==> src/rtl/norm_shift_seq.sv <==
// ============================================================================
// norm_shift_seq : multi-cycle leading-zero count and left-normalize of a 32-bit word.
// Rev 1.0 - initial release
// ============================================================================
`default_nettype none

module norm_shift_seq (
  input  logic        clk,
  input  logic        rst_n,
  input  logic        flush,
  input  logic        in_valid,
  output logic        in_ready,
  input  logic [31:0] din,
  output logic        out_valid,
  input  logic        out_ready,
  output logic [31:0] norm_out,
  output logic [4:0]  shift_amt,
  output logic        zero_flag
);

  typedef enum logic [1:0] {
    IDLE   = 2'd0,
    COARSE = 2'd1,
    FINE   = 2'd2,
    DONE   = 2'd3
  } state_t;

  localparam logic [4:0] c_coarse_step = 5'd4;
  localparam logic [4:0] c_fine_step   = 5'd1;

  state_t      r_state;
  state_t      w_state_next;
  logic [31:0] r_work;
  logic [4:0]  r_count;
  logic [31:0] r_norm;
  logic [4:0]  r_shift;
  logic        r_zero;
  logic        w_accept;
  logic        w_din_zero;
  logic        w_coarse_shift;
  logic        w_fine_shift;

  assign w_accept       = in_valid && (r_state == IDLE);
  assign w_din_zero     = (din == 32'd0);
  assign w_coarse_shift = (r_work[31:28] == 4'd0);
  assign w_fine_shift   = ~r_work[31];

  always_ff @(posedge clk or negedge rst_n) begin
    if (!rst_n) begin
      r_state <= IDLE;
    end else begin
      r_state <= w_state_next;
    end
  end

  always_comb begin
    w_state_next = r_state;
    if (flush) begin
      w_state_next = IDLE;
    end else begin
      case (r_state)
        IDLE:    if (w_accept) w_state_next = w_din_zero ? DONE : COARSE;
        COARSE:  if (!w_coarse_shift) w_state_next = FINE;
        FINE:    if (!w_fine_shift) w_state_next = DONE;
        DONE:    if (out_ready) w_state_next = IDLE;
        default: w_state_next = IDLE;
      endcase
    end
  end

  // Result registers are only written on entry to DONE, so a flush leaves the last result visible.
  always_ff @(posedge clk or negedge rst_n) begin
    if (!rst_n) begin
      r_work  <= 32'd0;
      r_count <= 5'd0;
      r_norm  <= 32'd0;
      r_shift <= 5'd0;
      r_zero  <= 1'b0;
    end else if (!flush) begin
      case (r_state)
        IDLE: begin
          if (w_accept) begin
            r_work  <= din;
            r_count <= 5'd0;
            if (w_din_zero) begin
              r_norm  <= 32'd0;
              r_shift <= 5'd0;
              r_zero  <= 1'b1;
            end
          end
        end
        COARSE: begin
          if (w_coarse_shift) begin
            r_work  <= {r_work[27:0], 4'b0000};
            r_count <= r_count + c_coarse_step;
          end
        end
        FINE: begin
          if (w_fine_shift) begin
            r_work  <= {r_work[30:0], 1'b0};
            r_count <= r_count + c_fine_step;
          end else begin
            r_norm  <= r_work;
            r_shift <= r_count;
            r_zero  <= 1'b0;
          end
        end
        default: ;
      endcase
    end
  end

  assign in_ready  = (r_state == IDLE);
  assign out_valid = (r_state == DONE);
  assign norm_out  = r_norm;
  assign shift_amt = r_shift;
  assign zero_flag = r_zero;

endmodule

`default_nettype wire
==> config.mk <==
export PLATFORM = sky130hd
export DESIGN_NAME = norm_shift_seq
export DESIGN_NICKNAME = d
export VERILOG_FILES = /design/src/rtl/norm_shift_seq.sv
export SDC_FILE = /design/constraint.sdc
export NUM_CORES = 1
export LEC_CHECK = 0
export CAP_MARGIN = 20
export CORE_MARGIN = 2
export CORE_UTILIZATION = 28
export CTS_CLUSTER_DIAMETER = 200
export DETAILED_ROUTE_END_ITERATION = 10
export GPL_ROUTABILITY_DRIVEN = 0
export GPL_TIMING_DRIVEN = 0
export PLACE_DENSITY = 0.49
export SYNTH_ARGS = -nofsm -noshare
export SYNTH_HDL_FRONTEND = slang
export SYNTH_SLANG_ARGS = --single-unit
==> constraint.sdc <==
create_clock -name clk -period 3 [get_ports clk]
set_clock_uncertainty 0.05 [all_clocks]
set_input_delay 0.9 -clock clk [delete_from_list [all_inputs] [get_ports clk]]
set_output_delay 0.9 -clock clk [all_outputs]
set_load 0.03 [all_outputs]
==> run metrics, run 1 <==
run status completed; Post-Syn Instances 503; share of post-route cells with drive strength above 1 0.0707; wire length the detailed router placed on met1 7850 um; Total Wirelength 17,000 um; final antenna-violating net count 0; TritonCTS Buffers 9; unrepaired setup endpoints after global routing no; die extent in x 133 um; Worst VDD drop 402 uV; clock tree from TritonCTS built; TritonCTS Sinks 77; clock transition at the registers of the reported paths 60 ps; Root Buffer Master sky130_fd_sc_hd__clkbuf_16; worst slew margin relative to its limit 0.537; most used flip-flop cell after synthesis sky130_fd_sc_hd__dfrtp_1; total global routing overflow 0; number of antenna diodes 0; count of vias placed by the detailed router 4,815; area growth from synthesis to final layout 29.2%; utilization after layout 0.366; DRC violation total after the first TritonRoute iteration 690; vias per cell 5.92; total power 6.03 mW; element type at the critical path end flip-flop; total count of hold-check failures in the final report 0; length of the first detailed-routing pass in iterations 9; DR WL met2 7700 um; WP data arrival 3090 ps; via count of the first global-routing pass 4,708; Final Cycle Share 0.974; Vert. Die Dim 133 um; length of routed met3 wiring 1070 um; number of distinct library cells after synthesis 47; areal power density over the cells 1010 mW/mm2; post-place setup slack -513 ps; Post-layout nets 636; fin cells 814; final setup violating endpoints 0; initial antenna violation count 0; number of instances in the placed design 799; setup TNS after final layout 0 ps; starting density of the core 0.283; Die ar. 0.0176 mm2; DRC violations left 0; Post-CTS Hold Fix Bufs 0; clock period minus worst slack 2920 ps; Reg-to-Reg Start r_state[0]$_DFFE_PN0P_; Netlist Area Pre-Place 0.00464 mm2; critical path data required time 3170 ps; average wire per cell in the routed design 20.9 um; standard cell core area 0.0164 mm2; CP max FO 10; row count 47; async set-or-reset flop fraction in the synthesized netlist 1.00; post-synthesis register bit count 77; CTS H-Tree Depth 3; num ports 77; number of max-cap violations 0; Max Root-Sink Buffers 2; Hold Path Class input pin to asynchronous set/reset pin; CP Launch Point din[6]; pin count of the biggest net entering global routing 49; startpoint type of the worst setup path input pin; top layer used by detailed routing met4; Worst Max-Slew Pin Slew 695 ps; global-route wire length before repair 26,900 um; warnings from Yosys 0; WS Path Type input pin to flip-flop; number of enable-type register cells in the synthesized netlist 0; Max Clk Rate 342 MHz; leakage power 2.36 nW; Synth Net Count 547; mean area per synthesized cell 9.23 um2; count of port buffers added during placement 75; max-slew violation count 0; Global Route Usage Sum 0.194; Post-DP HPWL 12,400 um; worst-skew pair later-pin latency 340 ps; final worst setup slack 77.0 ps; register area share after synthesis 0.415
[what timing repair did]
item	CTS	global route
resized for setup	3	12
setup endpoints to repair	30	55
setup buffers	0	2
pin swaps	0	1
[final timing paths]
path,end,slack (ps),cells after the start
max in group asynchronous,r_count[2]$_DFFE_PN0P_,1870,2
worst min-delay path,norm_out[12]$_DFFE_PN0P_,450,1
min in group clk,norm_out[27]$_DFFE_PN0P_,490,1
worst max-delay path,norm_out[17]$_DFFE_PN0P_,80,6
worst max register to register,norm_out[13]$_DFFE_PN0P_,220,9
worst min register to register,norm_out[27]$_DFFE_PN0P_,490,1
[critical path, cell delays in order]
cell	delay [ps]
sky130_fd_sc_hd__clkdlybuf4s50_1	510
sky130_fd_sc_hd__nor4_1	370
sky130_fd_sc_hd__and4_1	390
sky130_fd_sc_hd__a21oi_2	210
sky130_fd_sc_hd__clkbuf_1	330
sky130_fd_sc_hd__a221o_1	380
[metrics by stage]
step / area (um2) / hold WS [ps]
CTS: 5960 / 463
floorplan: 4640 / 482
global route: 6000 / 477
finish: 6000 / 448
detailed placement: 5690 / 474
global placement: 5670 / 476
[synth_stat cells (2+ instances only)]
cell,n,area share
sky130_fd_sc_hd__nor2b_1,6,0.0081
sky130_fd_sc_hd__nand3_1,43,0.046
sky130_fd_sc_hd__nor3_1,3,0.0032
sky130_fd_sc_hd__buf_1,5,0.0040
sky130_fd_sc_hd__o211ai_1,2,0.0032
sky130_fd_sc_hd__o21ai_0,4,0.0043
sky130_fd_sc_hd__nor4b_1,2,0.0038
sky130_fd_sc_hd__clkbuf_1,39,0.032
sky130_fd_sc_hd__dfrtp_1,77,0.41
sky130_fd_sc_hd__mux2_2,3,0.0073
sky130_fd_sc_hd__a22o_1,2,0.0038
sky130_fd_sc_hd__nand4_1,2,0.0027
sky130_fd_sc_hd__a22oi_1,5,0.0081
sky130_fd_sc_hd__or4_1,3,0.0049
sky130_fd_sc_hd__a221o_1,35,0.075
sky130_fd_sc_hd__nor4_1,9,0.012
sky130_fd_sc_hd__buf_2,9,0.0097
sky130_fd_sc_hd__nand2_1,12,0.0097
sky130_fd_sc_hd__a21oi_1,31,0.033
sky130_fd_sc_hd__nor2_1,36,0.029
sky130_fd_sc_hd__o22ai_1,37,0.050
sky130_fd_sc_hd__inv_1,44,0.036
sky130_fd_sc_hd__ha_1,7,0.019
sky130_fd_sc_hd__nor3_2,2,0.0043
sky130_fd_sc_hd__a221oi_1,4,0.0075
sky130_fd_sc_hd__o32a_1,35,0.075
sky130_fd_sc_hd__a222oi_1,23,0.050
sky130_fd_sc_hd__and4_1,2,0.0038
sky130_fd_sc_hd__a311oi_1,3,0.0057
[sequential cells by signal (all words and copies together), names as in the netlist]
signal     cells
r_count        5
zero_flag      1
r_work        32
shift_amt      5
r_state        2
norm_out      32
[routing by layer]
| metal | global-route usage | up-vias |
|---|---|---|
| li1 | - | 2180 |
| met2 | 0.301 | 207 |
| met4 | 0.0705 | 0 |
| met5 | 0 | - |
| met3 | 0.0234 | 28 |
| met1 | 0.278 | 2400 |
[cell families (layout without fill, tap and decap cells)]
kind of cell	count (synthesis)	in the layout	share of synthesized area
AO/OA/AOI/OAI	189	189	0.335
AND/OR/NAND/NOR	126	126	0.137
buffers and inverters	99	190	0.0833
flip-flops	77	77	0.415
adder cells (fa/ha/maj)	7	7	0.0189
multiplexers	4	4	0.00943
XOR/XNOR	1	1	0.00189
[layout make-up]
class	count	area, um2
clock inverters	3	15.0
multi-input cells	327	2360
inverters	45	169
well taps	220	275
plain buffers	54	224
clock buffers	10	239
fillers	1651	10400
repair buffers	78	791
flip-flops and latches	77	1930
[placed cells by master (no fill, tap or decap), types with 4 or more instances in the layout]
cell / n
sky130_fd_sc_hd__ha_1: 7
sky130_fd_sc_hd__a221oi_1: 4
sky130_fd_sc_hd__inv_1: 44
sky130_fd_sc_hd__clkbuf_16: 9
sky130_fd_sc_hd__nor4_1: 8
sky130_fd_sc_hd__buf_4: 4
sky130_fd_sc_hd__clkbuf_1: 35
sky130_fd_sc_hd__a22oi_1: 5
sky130_fd_sc_hd__a221o_1: 35
sky130_fd_sc_hd__clkbuf_2: 5
sky130_fd_sc_hd__o32a_1: 35
sky130_fd_sc_hd__buf_1: 4
sky130_fd_sc_hd__buf_2: 9
sky130_fd_sc_hd__o21ai_0: 4
sky130_fd_sc_hd__nand3_1: 43
sky130_fd_sc_hd__nor2_1: 36
sky130_fd_sc_hd__nor2b_1: 6
sky130_fd_sc_hd__clkdlybuf4s50_1: 74
sky130_fd_sc_hd__a222oi_1: 23
sky130_fd_sc_hd__nand2_1: 12
sky130_fd_sc_hd__o22ai_1: 37
sky130_fd_sc_hd__a21oi_1: 30
sky130_fd_sc_hd__dfrtp_1: 77
[power by group]
part | switching (mW) | total, mW | leakage (nW) | internal (mW)
clock | 0.419 | 0.983 | 0.130 | 0.564
combinational | 1.86 | 3.11 | 1.39 | 1.25
sequential | 0.525 | 1.94 | 0.837 | 1.42
(Power assumes the default switching activity.)
==> run 2, diff against run 1 <==
--- a/config.mk
+++ b/config.mk
@@ -6,7 +6,7 @@
 export NUM_CORES = 1
 export LEC_CHECK = 0
 export CAP_MARGIN = 20
-export CORE_MARGIN = 2
+export CORE_MARGIN = 10
 export CORE_UTILIZATION = 28
 export CTS_CLUSTER_DIAMETER = 200
 export DETAILED_ROUTE_END_ITERATION = 10
==> run 2 against run 1 <==
  * Power grew 1.5%
  * Clock-buffer cell count is 3 higher
  * Sequential power about the same
  * Worst hold slack got worse by 5.4 ps
  * Non-clock buffer count is 1 higher
  * Clock power is 9% higher
  * Worst setup slack improved by 83 ps
  * Design area is 0.33% higher
  * Routed wire length grew 3.5%
  * Critical path depth stayed put
  * Largest cell class unchanged
==> run metrics, run 2 (synthesis gave the netlist of run 1 again) <==
startpoint type of the worst setup path input pin (unchanged); CP max stage cell sky130_fd_sc_hd__clkdlybuf4s50_1 (unchanged); clock period minus worst slack 2840 ps (was 2920 ps); Root Buffer Master sky130_fd_sc_hd__clkbuf_16 (unchanged); clock tree from TritonCTS built (unchanged); CP max FO 10 (unchanged); share of power burned in the clock network 0.175 (was 0.163); vias per cell 5.76 (was 5.92); die extent in x 149 um (was 133 um); pin count of the biggest net entering global routing 50 (was 49); average wire per cell in the routed design 21.6 um (was 20.9 um); Post-CTS Hold Fix Bufs 0 (unchanged); WS Path Type input pin to flip-flop (unchanged); global-route wire length before repair 27,500 um (was 26,900 um); number of max-cap violations 0 (unchanged); TritonCTS Buffers 9 (unchanged); row count 47 (unchanged); run status completed (unchanged); Die ar. 0.0221 mm2 (was 0.0176 mm2); final worst setup slack 160 ps (was 77.0 ps); final antenna-violating net count 0 (unchanged); switching part of the total 0.460 (was 0.464); utilization after layout 0.367 (was 0.366); post-place setup slack -462 ps (was -513 ps); clock transition at the registers of the reported paths 60 ps (about the same); count of vias placed by the detailed router 4,704 (was 4,815); leakage power 2.37 nW (was 2.36 nW); setup TNS after final layout 0 ps (unchanged); worst slew margin relative to its limit 0.371 (was 0.537); register share of total power 0.317 (was 0.322); top library cells by usage in the layout, fill and taps aside sky130_fd_sc_hd__dfrtp_1, sky130_fd_sc_hd__clkdlybuf4s50_1, sky130_fd_sc_hd__inv_1 (unchanged); initial antenna violation count 1 (was 0); areal power density over the cells 1020 mW/mm2 (was 1010 mW/mm2); via count of the first global-routing pass 4,765 (was 4,708); number of buffer and inverter instances along the worst setup path 2 (unchanged); DRC violation total after the first TritonRoute iteration 535 (was 690); tightest hold margin 443 ps (was 448 ps); total count of hold-check failures in the final report 0 (unchanged); unrepaired setup endpoints after global routing no (unchanged); total global routing overflow 0 (unchanged); final setup violating endpoints 0 (unchanged); crit-path leading delay family buffers and inverters (unchanged); number of antenna diodes 0 (unchanged); CTS H-Tree Depth 3 (unchanged); standard cell core area 0.0164 mm2 (unchanged); starting density of the core 0.283 (unchanged); length of the first detailed-routing pass in iterations 7 (was 9); area growth from synthesis to final layout 29.6% (was 29.2%); TritonCTS Sinks 77 (unchanged); Total Wirelength 17,600 um (was 17,000 um); combinational cell fraction of total power 0.508 (was 0.515); critical path data required time 3170 ps (about the same); reported net switching power 2.81 mW (was 2.80 mW); worst-skew pair later-pin latency 340 ps (about the same); max-slew violation count 0 (unchanged); Hold Path Class input pin to asynchronous set/reset pin (unchanged); cell area after placement 0.00569 mm2 (unchanged); Worst Max-Slew Pin Slew 920 ps (was 695 ps); Worst VDD drop 383 uV (was 402 uV); DRC violations left 0 (unchanged); post-route standard cell area excluding fillers 0.00602 mm2 (was 0.00600 mm2); Max Root-Sink Buffers 2 (unchanged); WP data arrival 3010 ps (was 3090 ps); Post-DP HPWL 13,000 um (was 12,400 um); element type at the critical path end flip-flop (unchanged); Final Cycle Share 0.947 (was 0.974); num ports 77 (unchanged); count of port buffers added during placement 75 (unchanged); Power Internal 3.31 mW (was 3.23 mW); Max Clk Rate 352 MHz (was 342 MHz); crit-path max cell delay 500 ps (was 510 ps); Global Route Usage Sum 0.158 (was 0.194); Filler Cells Inserted 1,672 (was 1,651); Post-layout nets 637 (was 636); share of post-route cells with drive strength above 1 0.0670 (was 0.0707); Vert. Die Dim 149 um (was 133 um); most frequent standard cell in the layout excluding fill and tap cells sky130_fd_sc_hd__dfrtp_1 (unchanged); ordered cell list for the critical path clkdlybuf4s50_1 > nor4_1 > and4_1 > a21oi_2 > clkbuf_1 > a221o_1 (unchanged)
==> run 2: cell types whose count changed in the layout (fill, tap and decap cells not counted), sizes merged <==
cell    change
buf         +2
bufinv      +1
clkbuf      +2
clkinv      -2
==> run 2: worst paths after layout <==
| path | endpoint | slack, ps | cells past startpoint | from |
|---|---|---|---|---|
| max | norm_out[13]$_DFFE_PN0P_ | 160 | 6 | din[6] |
| min in group clk | shift_amt[3]$_DFFE_PN0P_ | 480 | 1 | shift_amt[3]$_DFFE_PN0P_ |
| max in group asynchronous | shift_amt[2]$_DFFE_PN0P_ | 1870 | 2 | rst_n |
| min | norm_out[14]$_DFFE_PN0P_ | 440 | 1 | rst_n |
| max reg2reg | shift_amt[4]$_DFFE_PN0P_ | 200 | 9 | r_state[0]$_DFFE_PN0P_ |
| min reg2reg | shift_amt[3]$_DFFE_PN0P_ | 480 | 1 | shift_amt[3]$_DFFE_PN0P_ |
==> run 2: per-stage QoR <==
step / cells / power (mW)
final: 817 / 6.12
after global routing: 817 / 6.53
after CTS: 814 / 6.11
after detailed placement: 799 / 5.00
after global placement: 798 / 4.96
after floorplan: 503 / 3.89
==> run 2: final cells by class <==
| class | count | area [um2] | share of cell area |
|---|---|---|---|
| Multi-Input combinational cell | 327 | 2350 | 0.391 |
| Sequential cell | 77 | 1930 | 0.320 |
| Timing Repair Buffer | 79 | 796 | 0.132 |
| Tap cell | 220 | 275 | 0.0457 |
| Clock buffer | 13 | 240 | 0.0399 |
| Buffer | 54 | 224 | 0.0372 |
| Inverter | 45 | 169 | 0.0281 |
| Clock inverter | 2 | 35.0 | 0.00582 |
==> run 2: timing repair <==
item	CTS	global route
pin swaps	0	1
endpoints found under the setup margin	30	32
buffers inserted	0	2
gates resized for setup	3	11
==> run 2: routing by layer <==
metal  track usage  share of wire
met5             0        0.00074
met4        0.0638          0.020
met3        0.0385          0.073
met2         0.240           0.46
met1         0.210           0.45
==> run 2: power by group through the flow <==
stage / clock network (mW) / registers (mW) / logic, mW
after detailed placement: 0 / 1.94 / 3.06
after global routing: 1.13 / 2.01 / 3.39
after CTS: 1.09 / 1.93 / 3.09
after floorplan: 0 / 2.00 / 1.89
final: 1.07 / 1.94 / 3.11
after global placement: 0 / 1.93 / 3.03
==> run 3, diff against run 2 <==
--- a/config.mk
+++ b/config.mk
@@ -6,7 +6,7 @@
 export NUM_CORES = 1
 export LEC_CHECK = 0
 export CAP_MARGIN = 20
-export CORE_MARGIN = 10
+export CORE_MARGIN = 3
 export CORE_UTILIZATION = 28
 export CTS_CLUSTER_DIAMETER = 200
 export DETAILED_ROUTE_END_ITERATION = 10
==> run 3 against run 2 <==
  * Sequential cell count did not move
  * Largest power group unchanged
  * Utilization rose by 0.79 points
  * Highest routed layer is now met4
  * Via count fell by 0.26%
  * Clock-buffer cell count fell by 1
  * Critical path type unchanged
  * Clock power barely moved
  * Design area barely moved
  * Non-clock buffer count fell by 1
  * Global-route usage rose by 3.4 points
  * Routed wire length fell by 2.6%
  * Worst setup slack got worse by 47 ps
  * First-iteration DRC count rose by 3.7%
  * Sequential share of layout area barely moved
==> run metrics, run 3 (synthesis gave the netlist of run 1 again) <==
element type at the critical path end flip-flop (unchanged); final antenna-violating net count 0 (unchanged); Filler Cells Inserted 1,628 (was 1,672); count of vias placed by the detailed router 4,692 (was 4,704); average wire per cell in the routed design 21.1 um (was 21.6 um); critical path data required time 3240 ps (was 3170 ps); max-slew violation count 0 (unchanged); post-route standard cell area excluding fillers 0.00602 mm2 (about the same); setup TNS after final layout 0 ps (unchanged); cell area after placement 0.00569 mm2 (about the same); worst slew margin relative to its limit 0.513 (was 0.371); Total Wirelength 17,200 um (was 17,600 um); vias per cell 5.77 (was 5.76); initial antenna violation count 0 (was 1); ordered cell list for the critical path clkdlybuf4s50_1 > nor4_1 > and4_1 > a21oi_2 > clkbuf_1 > a221o_1 (unchanged); Root Buffer Master sky130_fd_sc_hd__clkbuf_16 (unchanged); CP max stage cell sky130_fd_sc_hd__clkdlybuf4s50_1 (unchanged); Hold Path Class input pin to asynchronous set/reset pin (unchanged); count of port buffers added during placement 75 (unchanged); leakage power 2.36 nW (was 2.37 nW); Die ar. 0.0182 mm2 (was 0.0221 mm2); TritonCTS Sinks 77 (unchanged); Worst Max-Slew Pin Slew 731 ps (was 920 ps); utilization after layout 0.375 (was 0.367); total global routing overflow 0 (unchanged); clock period minus worst slack 2890 ps (was 2840 ps); number of instances in the placed design 795 (was 799); global-route wire length before repair 26,900 um (was 27,500 um); DRC violation total after the first TritonRoute iteration 555 (was 535); WP data arrival 3130 ps (was 3010 ps); clock transition at the registers of the reported paths 60 ps (about the same); fin cells 813 (was 817); CP max FO 10 (unchanged); Max Clk Rate 346 MHz (was 352 MHz); area growth from synthesis to final layout 29.6% (about the same); CTS H-Tree Depth 3 (unchanged); clock tree from TritonCTS built (unchanged); row count 46 (was 47); Max Root-Sink Buffers 2 (unchanged); total count of hold-check failures in the final report 0 (unchanged); standard cell core area 0.0161 mm2 (was 0.0164 mm2); number of max-cap violations 0 (unchanged); num ports 77 (unchanged); TritonCTS Buffers 9 (unchanged); run status completed (unchanged); length of the first detailed-routing pass in iterations 10 (was 7); Vert. Die Dim 135 um (was 149 um); via count of the first global-routing pass 4,672 (was 4,765); Post-DP HPWL 12,500 um (was 13,000 um); top library cells by usage in the layout, fill and taps aside sky130_fd_sc_hd__dfrtp_1, sky130_fd_sc_hd__clkdlybuf4s50_1, sky130_fd_sc_hd__inv_1 (unchanged); startpoint type of the worst setup path input pin (unchanged); WS Path Type input pin to flip-flop (unchanged); starting density of the core 0.289 (was 0.283); Post-layout nets 636 (was 637); share of post-route cells with drive strength above 1 0.0720 (was 0.0670); crit-path max cell delay 570 ps (was 500 ps); worst-skew pair later-pin latency 350 ps (was 340 ps); Worst VDD drop 406 uV (was 383 uV); die extent in x 135 um (was 149 um); Global Route Usage Sum 0.192 (was 0.158); areal power density over the cells 1010 mW/mm2 (was 1020 mW/mm2); total power 6.09 mW (was 6.12 mW); number of antenna diodes 0 (unchanged); most frequent standard cell in the layout excluding fill and tap cells sky130_fd_sc_hd__dfrtp_1 (unchanged); Final Cycle Share 0.962 (was 0.947); unrepaired setup endpoints after global routing no (unchanged); worst reg2reg setup slack 240 ps (was 200 ps); DRC violations left 0 (unchanged); pin count of the biggest net entering global routing 60 (was 50); final setup violating endpoints 0 (unchanged)
-- run 3: cell count changes in the layout (fill, tap and decap cells not counted), sizes merged --
cell / change
clkinv: +2
bufinv: -1
clkbuf: -1
clkinvlp: +1
buf: -1
-- run 3: cell type report --
class                   count  area (um2)  share of cell area
clock inverters             4        22.5             0.00374
flip-flops and latches     77        1930               0.320
clock buffers              12         256              0.0426
plain buffers              54         223              0.0370
well taps                 216         270              0.0449
inverters                  45         169              0.0281
multi-input cells         327        2360               0.392
repair buffers             78         791               0.131
-- run 3: power by group --
| group | internal, mW | switching (mW) | total (mW) |
|---|---|---|---|
| registers | 1.42 | 0.519 | 1.94 |
| clock network | 0.601 | 0.455 | 1.06 |
| logic | 1.25 | 1.84 | 3.09 |
| total | 3.27 | 2.82 | 6.09 |
-- run 3: stage by stage --
| step | setup slack, ps | hold slack (ps) |
|---|---|---|
| floorplan | 503 | 482 |
| global placement | -1990 | 474 |
| detailed placement | -484 | 476 |
| CTS | 45.0 | 374 |
| global route | 7.35 | 380 |
| finish | 113 | 368 |
-- run 3: worst paths after layout --
kind	startpoint	to	cells after the start
setup / recovery	din[6]	norm_out[16]$_DFFE_PN0P_	6
hold / removal	rst_n	shift_amt[1]$_DFFE_PN0P_	1
setup reg to reg	r_state[0]$_DFFE_PN0P_	norm_out[13]$_DFFE_PN0P_	9
hold reg to reg	shift_amt[3]$_DFFE_PN0P_	shift_amt[3]$_DFFE_PN0P_	1
max in group asynchronous	rst_n	norm_out[31]$_DFFE_PN0P_	2
min in group clk	shift_amt[3]$_DFFE_PN0P_	shift_amt[3]$_DFFE_PN0P_	1
-- run 3: worst max-delay path, delay by kind of cell --
| family | cells | cell delay, ps |
|---|---|---|
| and+or+nand+nor | 2 | 390 |
| AOI/OAI and AO/OA | 2 | 760 |
| buffers and inverters | 2 | 1080 |
-- run 3: routing by layer --
metal	wire [um]	vias to the layer above	part of all wire	track usage
met1	7890	2284	0.46	0.267
met3	1190	18	0.069	0.0455
li1	-	2181	-	-
met4	246	0	0.014	0.0515
met5	0	-	0	0
met2	7850	209	0.46	0.302
-- run 3: timing repair --
action / in CTS / in global routing
endpoints found under the hold margin: 0 / 0
endpoints found under the setup margin: 31 / 55
pin swaps: 0 / 1
resized for setup: 3 / 11
buffers inserted: 0 / 2
hold buffers: 0 / 0
